File: config.mk
export PLATFORM = sky130hd
export DESIGN_NAME = health_controller
export DESIGN_NICKNAME = d
export VERILOG_FILES = /design/src/rtl/health_controller_pkg.sv /design/src/rtl/health_channel.sv /design/src/rtl/health_controller.sv
export SDC_FILE = /design/constraint.sdc
export NUM_CORES = 1
export LEC_CHECK = 0
export CORE_MARGIN = 1
export CORE_UTILIZATION = 55
export CTS_BUF_LIST = sky130_fd_sc_hd__clkbuf_4
export DETAILED_ROUTE_END_ITERATION = 8
export PLACE_DENSITY = 0.83
export SYNTH_ARGS = -nofsm -noshare
export SYNTH_HDL_FRONTEND = slang
export SYNTH_HIERARCHICAL = 1
export SYNTH_SLANG_ARGS = --single-unit
File: constraint.sdc
create_clock -name clk -period 7.72 [get_ports clk]
set_input_delay 0.772 -clock clk [delete_from_list [all_inputs] [get_ports clk]]
set_output_delay 0.772 -clock clk [all_outputs]
set_load 0.02 [all_outputs]
File: src/rtl/health_controller_pkg.sv
// Shared health/lives definitions: channel state encodings and default constants.
// Display and score blocks import the same encodings.
package health_controller_pkg;

  typedef enum logic [1:0] {
    ST_ALIVE  = 2'd0,
    ST_INVULN = 2'd1,
    ST_DEAD   = 2'd2
  } health_state_e;

  localparam int DEF_MAX_LIVES = 5;
  localparam int DEF_COOLDOWN  = 20;
  localparam int TIMER_W       = 8;

endpackage

File: src/rtl/health_channel.sv
// One player's health FSM: lives, damage/heal, invulnerability timer.
// Optional life regeneration is built when HEALTH_REGEN_EN is defined.
module health_channel
  import health_controller_pkg::*;
#(
  parameter int LIVES_W      = 3,
  parameter int MAX_LIVES    = DEF_MAX_LIVES,
  parameter int DMG_W        = 2,
  parameter int COOLDOWN     = DEF_COOLDOWN,
  parameter int REGEN_PERIOD = 64
) (
  input  logic               clk,
  input  logic               rst,
  input  logic               game_en,
  input  logic               restart,
  input  logic               hit,
  input  logic [DMG_W-1:0]   dmg,
  input  logic               heal,
  output logic [LIVES_W-1:0] lives,
  output logic               invuln,
  output logic               hit_ack
);

  health_state_e      state;
  logic [TIMER_W-1:0] timer;
  logic               apply;
  logic               inc;
  logic               regen_tick;
  int                 sum;

`ifdef HEALTH_REGEN_EN
  localparam int RC_W = $clog2(REGEN_PERIOD + 1);
  logic [RC_W-1:0] regen_cnt;

  assign regen_tick = game_en && (state == ST_ALIVE) && !apply &&
                      (lives < LIVES_W'(MAX_LIVES)) &&
                      (regen_cnt == RC_W'(REGEN_PERIOD - 1));

  // Counts only while ALIVE and below the ceiling; applied hits restart it.
  always_ff @(posedge clk or negedge rst) begin
    if (!rst)
      regen_cnt <= '0;
    else if (restart)
      regen_cnt <= '0;
    else if (game_en && state == ST_ALIVE) begin
      if (apply || regen_tick || lives >= LIVES_W'(MAX_LIVES))
        regen_cnt <= '0;
      else
        regen_cnt <= regen_cnt + 1'b1;
    end
  end
`else
  assign regen_tick = 1'b0;
`endif

  // Heal and regen on the same tick merge into a single +1.
  always_comb begin
    apply = (state == ST_ALIVE) && hit && (dmg != '0);
    inc   = (state != ST_DEAD) && (heal || regen_tick);
    sum   = int'(lives) + (inc ? 1 : 0) - (apply ? int'(dmg) : 0);
    if (sum < 0)
      sum = 0;
    else if (sum > MAX_LIVES)
      sum = MAX_LIVES;
  end

  always_ff @(posedge clk or negedge rst) begin
    if (!rst) begin
      state   <= ST_ALIVE;
      lives   <= LIVES_W'(MAX_LIVES);
      timer   <= '0;
      invuln  <= 1'b0;
      hit_ack <= 1'b0;
    end else if (restart) begin
      state   <= ST_ALIVE;
      lives   <= LIVES_W'(MAX_LIVES);
      timer   <= '0;
      invuln  <= 1'b0;
      hit_ack <= 1'b0;
    end else begin
      hit_ack <= 1'b0;
      if (game_en) begin
        lives <= LIVES_W'(sum);
        case (state)
          ST_ALIVE: if (apply) begin
            hit_ack <= 1'b1;
            if (sum == 0) begin
              state  <= ST_DEAD;
              invuln <= 1'b0;
            end else begin
              state  <= ST_INVULN;
              timer  <= TIMER_W'(COOLDOWN);
              invuln <= 1'b1;
            end
          end
          // timer==1 on entry is the last invulnerable tick.
          ST_INVULN: if (timer == TIMER_W'(1)) begin
            state  <= ST_ALIVE;
            timer  <= '0;
            invuln <= 1'b0;
          end else begin
            timer <= timer - 1'b1;
          end
          default: invuln <= 1'b0;
        endcase
      end
    end
  end

endmodule

File: src/rtl/health_controller.sv
// Multi-player health tracker: one health_channel per player plus game_over register.
// Define HEALTH_REGEN_EN to build per-channel life regeneration.
module health_controller
  import health_controller_pkg::*;
#(
  parameter int N_PLAYERS    = 2,
  parameter int LIVES_W      = 3,
  parameter int MAX_LIVES    = DEF_MAX_LIVES,
  parameter int DMG_W        = 2,
  parameter int COOLDOWN     = DEF_COOLDOWN,
  parameter int REGEN_PERIOD = 64
) (
  input  logic                           clk,
  input  logic                           rst,
  input  logic                           game_en,
  input  logic                           restart,
  input  logic [N_PLAYERS-1:0]           hit,
  input  logic [N_PLAYERS*DMG_W-1:0]     dmg,
  input  logic [N_PLAYERS-1:0]           heal,
  output logic [N_PLAYERS*LIVES_W-1:0]   lives,
  output logic [N_PLAYERS-1:0]           invuln,
  output logic [N_PLAYERS-1:0]           is_dead,
  output logic [N_PLAYERS-1:0]           hit_ack,
  output logic                           game_over
);

  for (genvar i = 0; i < N_PLAYERS; i++) begin : g_ch
    health_channel #(
      .LIVES_W     (LIVES_W),
      .MAX_LIVES   (MAX_LIVES),
      .DMG_W       (DMG_W),
      .COOLDOWN    (COOLDOWN),
      .REGEN_PERIOD(REGEN_PERIOD)
    ) u_ch (
      .clk    (clk),
      .rst    (rst),
      .game_en(game_en),
      .restart(restart),
      .hit    (hit[i]),
      .dmg    (dmg[i*DMG_W +: DMG_W]),
      .heal   (heal[i]),
      .lives  (lives[i*LIVES_W +: LIVES_W]),
      .invuln (invuln[i]),
      .hit_ack(hit_ack[i])
    );
    assign is_dead[i] = (lives[i*LIVES_W +: LIVES_W] == '0);
  end

  always_ff @(posedge clk or negedge rst) begin
    if (!rst)
      game_over <= 1'b0;
    else if (restart)
      game_over <= 1'b0;
    else
      game_over <= &is_dead;
  end

endmodule
==> Word level (Yosys, flattened, before mapping) <==
Index checks and enable logic that the tools add are counted.
{ "word_totals": {"register_bits": 31, "in_bits": 12, "out_inout_bits": 13, "elab_cells": 114} }
{ "classes": {"n_addsub": 6, "order_cmp": 4, "eq_ne": 12, "n_mux": 57, "reduce_logical": 24} }
{ "op_table": {"columns": ["op", "n"], "rows": [
  ["two-way mux 32 bit", 4],
  ["two-way mux 8 bit", 10],
  ["adder 4 x 32 -> 32 bit", 2],
  ["greater-than comparator 32 x 4 -> 1 bit, second input constant", 2],
  ["zero test 32 bit", 2],
  ["less-than comparator 32 x 1 -> 1 bit, second input constant", 2],
  ["subtractor 32 bit", 2],
  ["one-hot mux 8 bit (2 select lines)", 2],
  ["two-way mux 2 bit", 12],
  ["two-way mux 1 bit", 21],
  ["== test 8 x 1 -> 1 bit, second input constant", 2],
  ["AND reduction 4 bit", 4],
  ["subtractor 8 x 1 -> 8 bit, second input constant", 2],
  ["two-way mux 3 bit", 4],
  ["inequality test 3 x 2 -> 1 bit, second input constant", 4],
  ["one-hot mux 2 bit (2 select lines)", 2],
  ["logical AND 1 bit", 6],
  ["zero test 3 bit", 2],
  ["inequality test 3 bit, second input constant", 2],
  ["AND reduction 3 bit", 2],
  ["nonzero test 2 bit", 3],
  ["nonzero test 3 bit", 2],
  ["== test 2 x 1 -> 1 bit, second input constant", 2],
  ["zero test 2 bit", 2],
  ["other kinds (3)", 5]
]} }

==> Longest topological paths before layout <==
Gate-level depths: netlist of run 1.
{ "logic_depth": {"depth_word": 14, "mapped_depth": 12, "depth_no_buf": 11} }

==> Cells and area by module <==
The synthesis of run 1 kept the hierarchy.
{ "modules_own_cells": {"columns": ["mod", "n_inst", "cells_per_inst", "area_each_um2", "seq_area_each_um2"], "rows": [
  ["health_channel", 2, 135, 1207.4, 377.9],
  ["health_controller", 1, 4, 53.8, 25.0]
]} }

==> Least setup slack after synthesis of run 1 <==
No wires, ideal clock.
{ "synth_path": {"path_type": "input to register", "from": "input hit[0]", "to": "register g_ch[0].u_ch.timer[1]", "setup_time_ns": 0.128, "t_arrival_ns": 2.885, "t_required_ns": 7.592, "slack_ns": 4.707, "path_stages": 10, "n_path_buf": 0, "cell_sequence": "and3_1 > ha_1 > inv_1 > ha_1 > fa_1 > xor2_1 > o2111ai_1 > nand3_2 > o21ai_4 > mux2_1"} }
{ "synth_between": {"elab_chain_cells": 10, "elab_cells_between_ends": 12, "classes_between": "1 x add/sub; 2 x order compare; 2 x eq/ne; 3 x mux; 4 x reduce/logical"} }
{ "synth_lines": {"columns": ["element", "line", "text"], "rows": [
  ["start: declaration", "health_controller.sv:17", "input logic [N_PLAYERS-1:0] hit,"],
  ["logical AND 1 bit * (2 in a row)", "health_channel.sv:58", "apply = (state == ST_ALIVE) && hit && (dmg != '0);"],
  ["two-way mux 2 bit", "health_channel.sv:60", "sum = int'(lives) + (inc ? 1 : 0) - (apply ? int'(dmg) : 0);"],
  ["subtractor 32 bit", "health_channel.sv:60", null],
  ["greater-than comparator 32 x 4 -> 1 bit", "health_channel.sv:63", "else if (sum > MAX_LIVES)"],
  ["two-way mux 32 bit", "health_channel.sv:63", null],
  ["two-way mux 32 bit", "health_channel.sv:61", "if (sum < 0)"],
  ["zero test 32 bit", "health_channel.sv:87", "if (sum == 0) begin"],
  ["inequality test 3 bit (no source line)", null, null],
  ["AND reduction 4 bit (no source line) *", null, null],
  ["end signal: assignment", "health_channel.sv:92", "timer <= TIMER_W'(COOLDOWN);"],
  ["end signal: assignment", "health_channel.sv:102", "timer <= timer - 1'b1;"],
  ["end: declaration", "health_channel.sv:25", "logic [TIMER_W-1:0] timer;"]
]} }
Every way passes the cells marked *; elsewhere a longest branch is shown, timed or not.
A chain may end at the register's enable or synchronous reset.

==> Worst setup path in the final report of run 1 <==
{ "layout_path": {"from": "input hit[1]", "to": "register g_ch[1].u_ch.timer[1]"} }
{ "layout_between": {"elab_chain_cells": 10, "elab_cells_between_ends": 12, "classes_between": "1 x add/sub; 2 x order compare; 2 x eq/ne; 3 x mux; 4 x reduce/logical"} }
{ "layout_lines": {"columns": ["element", "line"], "rows": [
  ["logical AND 1 bit * (2 in a row)", "health_channel.sv:58"],
  ["two-way mux 2 bit", "health_channel.sv:60"],
  ["subtractor 32 bit", "health_channel.sv:60"],
  ["greater-than comparator 32 x 4 -> 1 bit", "health_channel.sv:63"],
  ["two-way mux 32 bit", "health_channel.sv:63"],
  ["two-way mux 32 bit", "health_channel.sv:61"],
  ["zero test 32 bit", "health_channel.sv:87"],
  ["inequality test 3 bit (no source line)", null],
  ["AND reduction 4 bit (no source line) *", null],
  ["end signal: assignment", "health_channel.sv:92"],
  ["end signal: assignment", "health_channel.sv:102"],
  ["end: declaration", "health_channel.sv:25"]
]} }
Marks and branches as above.

==> results.cfg, run 1 <==
[detailed_routing]
vias = 2169
highest-signal-layer = met4
wl_met2_um = 2600
totalWireLength_um = 5510
drc_errors = 0
drt_iter0_markers = 174
met3_length_um = 301
routedWlPerCell_um = 15.7
wl_met1_um = 2550
first_pass_iters = 5
ant_nets = 0
vias_per_cell = 6.16

[logic_synthesis]
yosysUniqueCellTypes = 49
synth.avg_cell_area_um2 = 9.01
synth_nets = 306
synth_area_um2 = 2470
synth-seq-cells = 31
synth_edf_count = 0
synthFlopType = dfrtp_1
yosysWarnings = 6
async_flop_share_pct = 100
synth_cells = 274
yosysSeqAreaShare_pct = 31.6

[run_status]
outcome = finished, final reports clean

[finish]
seq_area_um2 = 781
final_common_cell = inv_1
areaGrowthSynthToFinish_pct = 13.4
fillCellCount = 349
finalInstanceArea_um2 = 2800
drive_above_1_share_pct = 10.6
num-nets-final = 333
fin_util_pct = 67.5
multi_input_area_um2 = 1540
diodes = 0
final_cell_mix = inv_1, dfrtp_1, clkdlybuf4s50_1

[power]
power_density_nw_per_um2 = 348
cell_internal_pwr_uw = 498
clock_power_share_pct = 9.6
sw_frac_of_total_pct = 48.8
seqPwrFrac_pct = 28.5
p_switching_uw = 475
peakVddDrop_uv = 267
p_comb_share_pct = 61.8
p_total_uw = 974
leakagePower_uw = 0.00120

[sta]
final.min_clock_period_ps = 3350
setup_viol = 0
max_freq_mhz = 298
worst_pin_slew_ps = 660
slew_headroom_pct = 55.9
timing.hold.ws_ps = 526
hold_viol_final = 0
finalSetupTns_ps = 0
slew_violations = 0
skew_ps = 9.28
fin_crit_sh_pct = 43.4
rsz0062_at_grt = false

[placement]
gp_congestion = 0.904
placed_cell_area_um2 = 2750
io_buffers = 24
dp_hpwl_um = 3990

[clock_tree]
clock_path_buffers = 2
postCtsHoldBufs = 0
clock_latency_ps = 340
post_cts_resized = 0
root_buffer = clkbuf_4
htree_levels = 2
cts.clk_slew.worst_paths_ps = 100
cts_tree = built
cts_inserted_buffers = 5
cts.sinks = 31
cts_setup_buffers = 0

[floorplanning]
chipWidth_um = 69.0
dieArea_um2 = 4760
io_pins = 25
die_y_um = 69.0
rows = 23
coreArea_um2 = 4140
start_util_pct = 59.6

[min_path]
hp-class = reg -> reg

[setup_path]
endpoint_kind = flop
critPathLaunchType = input port
cp_max_fo = 7
required_ps = 7940
critPathArrivalTime_ps = 3580
critPathKind = in -> reg

[grt]
antenna_found_initial = 0
grt_pass1_wl_um = 9050
grt-ovfl-total = 0
grt_max_degree = 34
track_usage_pct = 25.7
grt_pass1_vias = 1975

[job]
maxCapViolations = 0
==> layout make-up <==
cell class                      count  share of cell area, %
Clock buffer                        6                   1.61
Clock inverter                      2                  0.268
Inverter                           28                   3.76
Multi-Input combinational cell    209                   55.1
Sequential cell                    31                   27.9
Tap cell                           50                   2.24
Timing Repair Buffer               26                   9.12
==> registers in the layout, summed over array words and instances (netlist names) <==
signal	cells
g_ch.u_ch/hit_ack	2
g_ch.u_ch/invuln	2
g_ch.u_ch/lives	6
g_ch.u_ch/state	4
g_ch.u_ch/timer	16
game_over	1
==> worst max-delay path: stages <==
cell and delay (ps):
clkdlybuf4s50_1 450, and3_1 190, ha_1 270, inv_1 40, ha_1 210, fa_1 420
xor2_1 220, o2111ai_1 170, nand3_2 190, o21ai_4 300, mux2_1 340
==> metal layers <==
layer	track usage [%]	vias to the layer above
met2	41.5	60
met5	0	-
met4	6.89	0
met3	5.92	6
met1	34.2	1041
li1	-	1062
==> path summary, 6_finish.rpt <==
kind | from | end | cells after the start | slack (ps)
setup / recovery | hit[1] | g_ch[1].u_ch/timer[1]$_DFFE_PN0P_ | 11 | 4370
hold / removal | g_ch[0].u_ch/invuln$_DFFE_PN0P_ | g_ch[0].u_ch/invuln$_DFFE_PN0P_ | 2 | 530
setup reg to reg | g_ch[1].u_ch/state[0]$_DFFE_PN0P_ | g_ch[1].u_ch/timer[1]$_DFFE_PN0P_ | 11 | 4590
hold reg to reg | g_ch[0].u_ch/invuln$_DFFE_PN0P_ | g_ch[0].u_ch/invuln$_DFFE_PN0P_ | 2 | 530
max in group asynchronous | rst | g_ch[0].u_ch/lives[0]$_DFFE_PN1P_ | 2 | 6580
min in group asynchronous | rst | g_ch[0].u_ch/timer[6]$_DFFE_PN0P_ | 2 | 810
==> through the flow <==
stage,std cells,setup WS (ps)
2_1_floorplan,274,4710
3_3_place_gp,344,4100
3_5_place_dp,344,4040
4_1_cts,352,4390
5_1_grt,352,4260
6_report,352,4370
==> logic make-up (layout without fill, tap and decap cells) <==
kind of cell    count (synthesis)  after routing  share of synthesized area (%)
compound gates                 84             84                           26.0
mux                             2              2                          0.912
xor+xnor                        4              4                           1.42
buf+inv                        34             62                           5.88
simple gates                   99             99                           23.5
fa+ha+maj                      20             20                           10.7
flops                          31             31                           31.6
==> synthesized netlist by cell type (3+ instances only) <==
| cell type | n | area (um2) |
|---|---|---|
| inv_1 | 28 | 105 |
| dfrtp_1 | 27 | 676 |
| ha_1 | 18 | 225 |
| nand2_1 | 18 | 67.6 |
| nand3_1 | 16 | 80.1 |
| o21ai_0 | 16 | 80.1 |
| a21oi_1 | 14 | 70.1 |
| nor2_1 | 12 | 45.0 |
| a21o_1 | 8 | 60.1 |
| nor2b_1 | 8 | 50.1 |
| o21a_1 | 8 | 60.1 |
| nand4b_1 | 6 | 52.6 |
| nor3_1 | 6 | 30.0 |
| a41o_1 | 4 | 40.0 |
| and3_1 | 4 | 25.0 |
| dfstp_2 | 4 | 105 |
| nand2b_1 | 4 | 25.0 |
| nor3b_1 | 4 | 30.0 |
| o2111ai_1 | 4 | 35.0 |
| o221ai_1 | 4 | 35.0 |
| or4_1 | 4 | 30.0 |
| and3b_1 | 3 | 26.3 |
==> power by group through the flow <==
stage	logic, uW	clock network (uW)	registers, uW
after floorplan	446	0	279
after global placement	574	0	278
after detailed placement	592	0	279
after CTS	597	95.4	277
after global routing	664	104	287
final	602	93.7	278
Power figures use the tool's default switching activity.
==> run 2: changes to the inputs <==
CORE_UTILIZATION = 54   (was 55)
PLACE_DENSITY = 0.84   (was 0.83)
clock period = 2.7 ns   (was 7.72 ns; I/O delays follow)
==> run 2 against run 1 <==
  * The flow now finishes with violations (setup timing)
  * Sequential share of layout area fell by 4.6 points
  * Clock-buffer cell count did not move
  * Combinational power rose to 4.4 times the previous value
  * Sequential power rose to 2.9 times the previous value
  * Die area rose by 1.8%
  * Clock skew rose by 0.97 ps
  * Setup slack got worse by 4400 ps
  * First-iteration DRC count rose by 100%
  * Cell count rose by 12%
  * Clock power rose to 2.9 times the previous value
  * Register-to-register slack got worse by 4700 ps
  * Critical endpoint is now g_ch[1].u_ch/state[1]$_DFFE_PN0P_
==> results.cfg, run 2 (synthesized netlist as in run 1, its figures left out) <==
[setup_path]
r2r_start = g_ch[1].u_ch/state[0]$_DFFE_PN0P_
cpMostUsedCell = ha_4
ff2ff_path_depth = 12
critPathLaunchType = flop
rrSetupSlack_ps = -70
cp_slowest_cell = fa_2
endpoint_kind = flop
cp.depth = 12
critPathMaxStageDelay_ps = 470
worst_r2r_endpoint = g_ch[1].u_ch/state[1]$_DFFE_PN0P_
critPathKind = reg -> reg
required_ps = 2950
critPathArrivalTime_ps = 3020
crit_path_start = g_ch[1].u_ch/state[0]$_DFFE_PN0P_
path_buf_inv = 2
cp_max_fo = 3
crit_chain = nor2_4 > and3_4 > ha_4 > inv_4 > ha_4 > fa_2 > nor3b_2 > o2111ai_2 > nand3_2 > buf_6 > nand4b_1 > a21oi_1
path_delay_family = simple AND/OR/NAND/NOR gates

[sta]
max_freq_mhz = 360
setup_viol = 6
worst_slack_ps = -74.7
skew_ps = 10.3
worst_pin_slew_ps = 603
rsz0062_at_grt = true
slew_headroom_pct = 59.5
fin_crit_sh_pct = 103
slew_violations = 0
hold_viol_final = 0
finalSetupTns_ps = -260
final.min_clock_period_ps = 2770

[clock_tree]
clock_latency_ps = 340
root_buffer = clkbuf_4
cts_tree = built
clock_path_buffers = 2
cts.clk_slew.worst_paths_ps = 100
htree_levels = 2
cts.sinks = 31
cts_inserted_buffers = 5

[finish]
num-nets-final = 374
reg_top3 = g_ch.u_ch/timer: 16 flops, g_ch.u_ch/lives: 6 flops, g_ch.u_ch/state: 4 flops
areaGrowthSynthToFinish_pct = 36.3
drive_above_1_share_pct = 32.9
fillCellCount = 264
final_cell_mix = buf_4, dfrtp_1, inv_1, clkdlybuf4s50_1, nand2_1
final_common_cell = buf_4
diodes = 0
top_register = g_ch.u_ch/timer
multi_input_area_um2 = 1780
fin_cells = 395
largest_reg_flops = 16
seq_area_um2 = 783

[min_path]
hp-class = in -> async

[grt]
grt_pass1_vias = 2470
grt_use_met2_pct = 50.2
grt_max_degree = 32
grt_util_met3_pct = 4.51
busiest_layer = met2
gr-usage-met1_pct = 38.1
grt_pass1_wl_um = 11500
grt-ovfl-total = 0
antenna_found_initial = 0
track_usage_pct = 30.0

[floorplanning]
die_y_um = 69.6
dieArea_um2 = 4850
start_util_pct = 56.3
io_pins = 25
coreArea_um2 = 4380
rows = 24
chipWidth_um = 69.6

[detailed_routing]
vias_per_cell = 6.73
totalWireLength_um = 8050
first_pass_iters = 5
drt_iter0_markers = 348
routedWlPerCell_um = 20.4
ant_nets = 0
drc_errors = 0
vias = 2660

[placement]
io_buffers = 24
dp.cells = 379
dp_hpwl_um = 4770
gp_congestion = 0.934

[run_status]
violations = setup timing
outcome = complete, but fails checks

[power]
leakagePower_uw = 0.00143
power_density_nw_per_um2 = 1120
peakVddDrop_uv = 779

[job]
maxCapViolations = 0
[run 2: cell types whose count changed in the layout (fill, tap and decap cells not counted), moves of 3 or more]
cell	delta
buf_6	+4
inv_1	-4
o21ai_0	-4
inv_2	+3
o221ai_1	-4
buf_4	+37
o221ai_2	+4
ha_1	-5
ha_4	+5
[run 2: worst max path at each step]
stage,endpoint,slack (ps)
CTS,g_ch[0].u_ch/timer[4]$_DFFE_PN0P_,10
global placement,g_ch[1].u_ch/timer[2]$_DFFE_PN0P_,-210
finish,g_ch[1].u_ch/state[1]$_DFFE_PN0P_,-70
floorplan,g_ch[0].u_ch/timer[1]$_DFFE_PN0P_,6
global route,g_ch[1].u_ch/state[1]$_DFFE_PN0P_,-140
detailed placement,g_ch[1].u_ch/timer[6]$_DFFE_PN0P_,-350
[run 2: power by group]
part           switching, uW  internal [uW]
registers                203            610
logic                   1420           1250
clock network            170            106
total                   1790           1970
[run 2: final cells by class]
cell class	instances	area share, %
Sequential cell	31	23.3
Timing Repair Buffer	67	17.2
Tap cell	52	1.93
Clock buffer	6	1.34
Clock inverter	2	0.223
Multi-Input combinational cell	209	52.9
Inverter	28	3.20
[run 2: through the flow]
| step | area (um2) | util (%) | total power (uW) | hold WS (ps) | setup WS [ps] |
|---|---|---|---|---|---|
| global route | 3370 | 76.8 | 3970 | 371 | -143 |
| global placement | 3040 | 69.3 | 2800 | 493 | -209 |
| detailed placement | 3040 | 69.3 | 2890 | 514 | -348 |
| finish | 3370 | 76.8 | 3750 | 326 | -74.7 |
| floorplan | 2510 | - | 2130 | -25.6 | 6.46 |
| CTS | 3200 | 72.9 | 3340 | 329 | 12.1 |
[run 2: repair_timing]
action                     CTS  global route
resized for setup           15            31
hold endpoints to repair     0             0
pin swaps                   14            21
setup endpoints to repair   14            21
setup buffers                3             6
hold buffers                 0             0
[run 2: layer usage]
metal | vias to the layer above | routed length [um] | part of all wire [%]
li1 | 1156 | - | -
met1 | 1300 | 3110 | 39
met2 | 171 | 3990 | 50
met3 | 33 | 653 | 8.1
met4 | 0 | 292 | 3.6
met5 | - | 0 | 0
[run 2: worst register-to-register path, stage by stage, from the launching register on]
cell and delay (ps):
dfrtp_2 450, nor2_4 120, and3_4 200, ha_4 220, inv_4 60, ha_4 140, fa_2 470, nor3b_2 220
o2111ai_2 180, nand3_2 180, buf_6 120, nand4b_1 110, a21oi_1 210
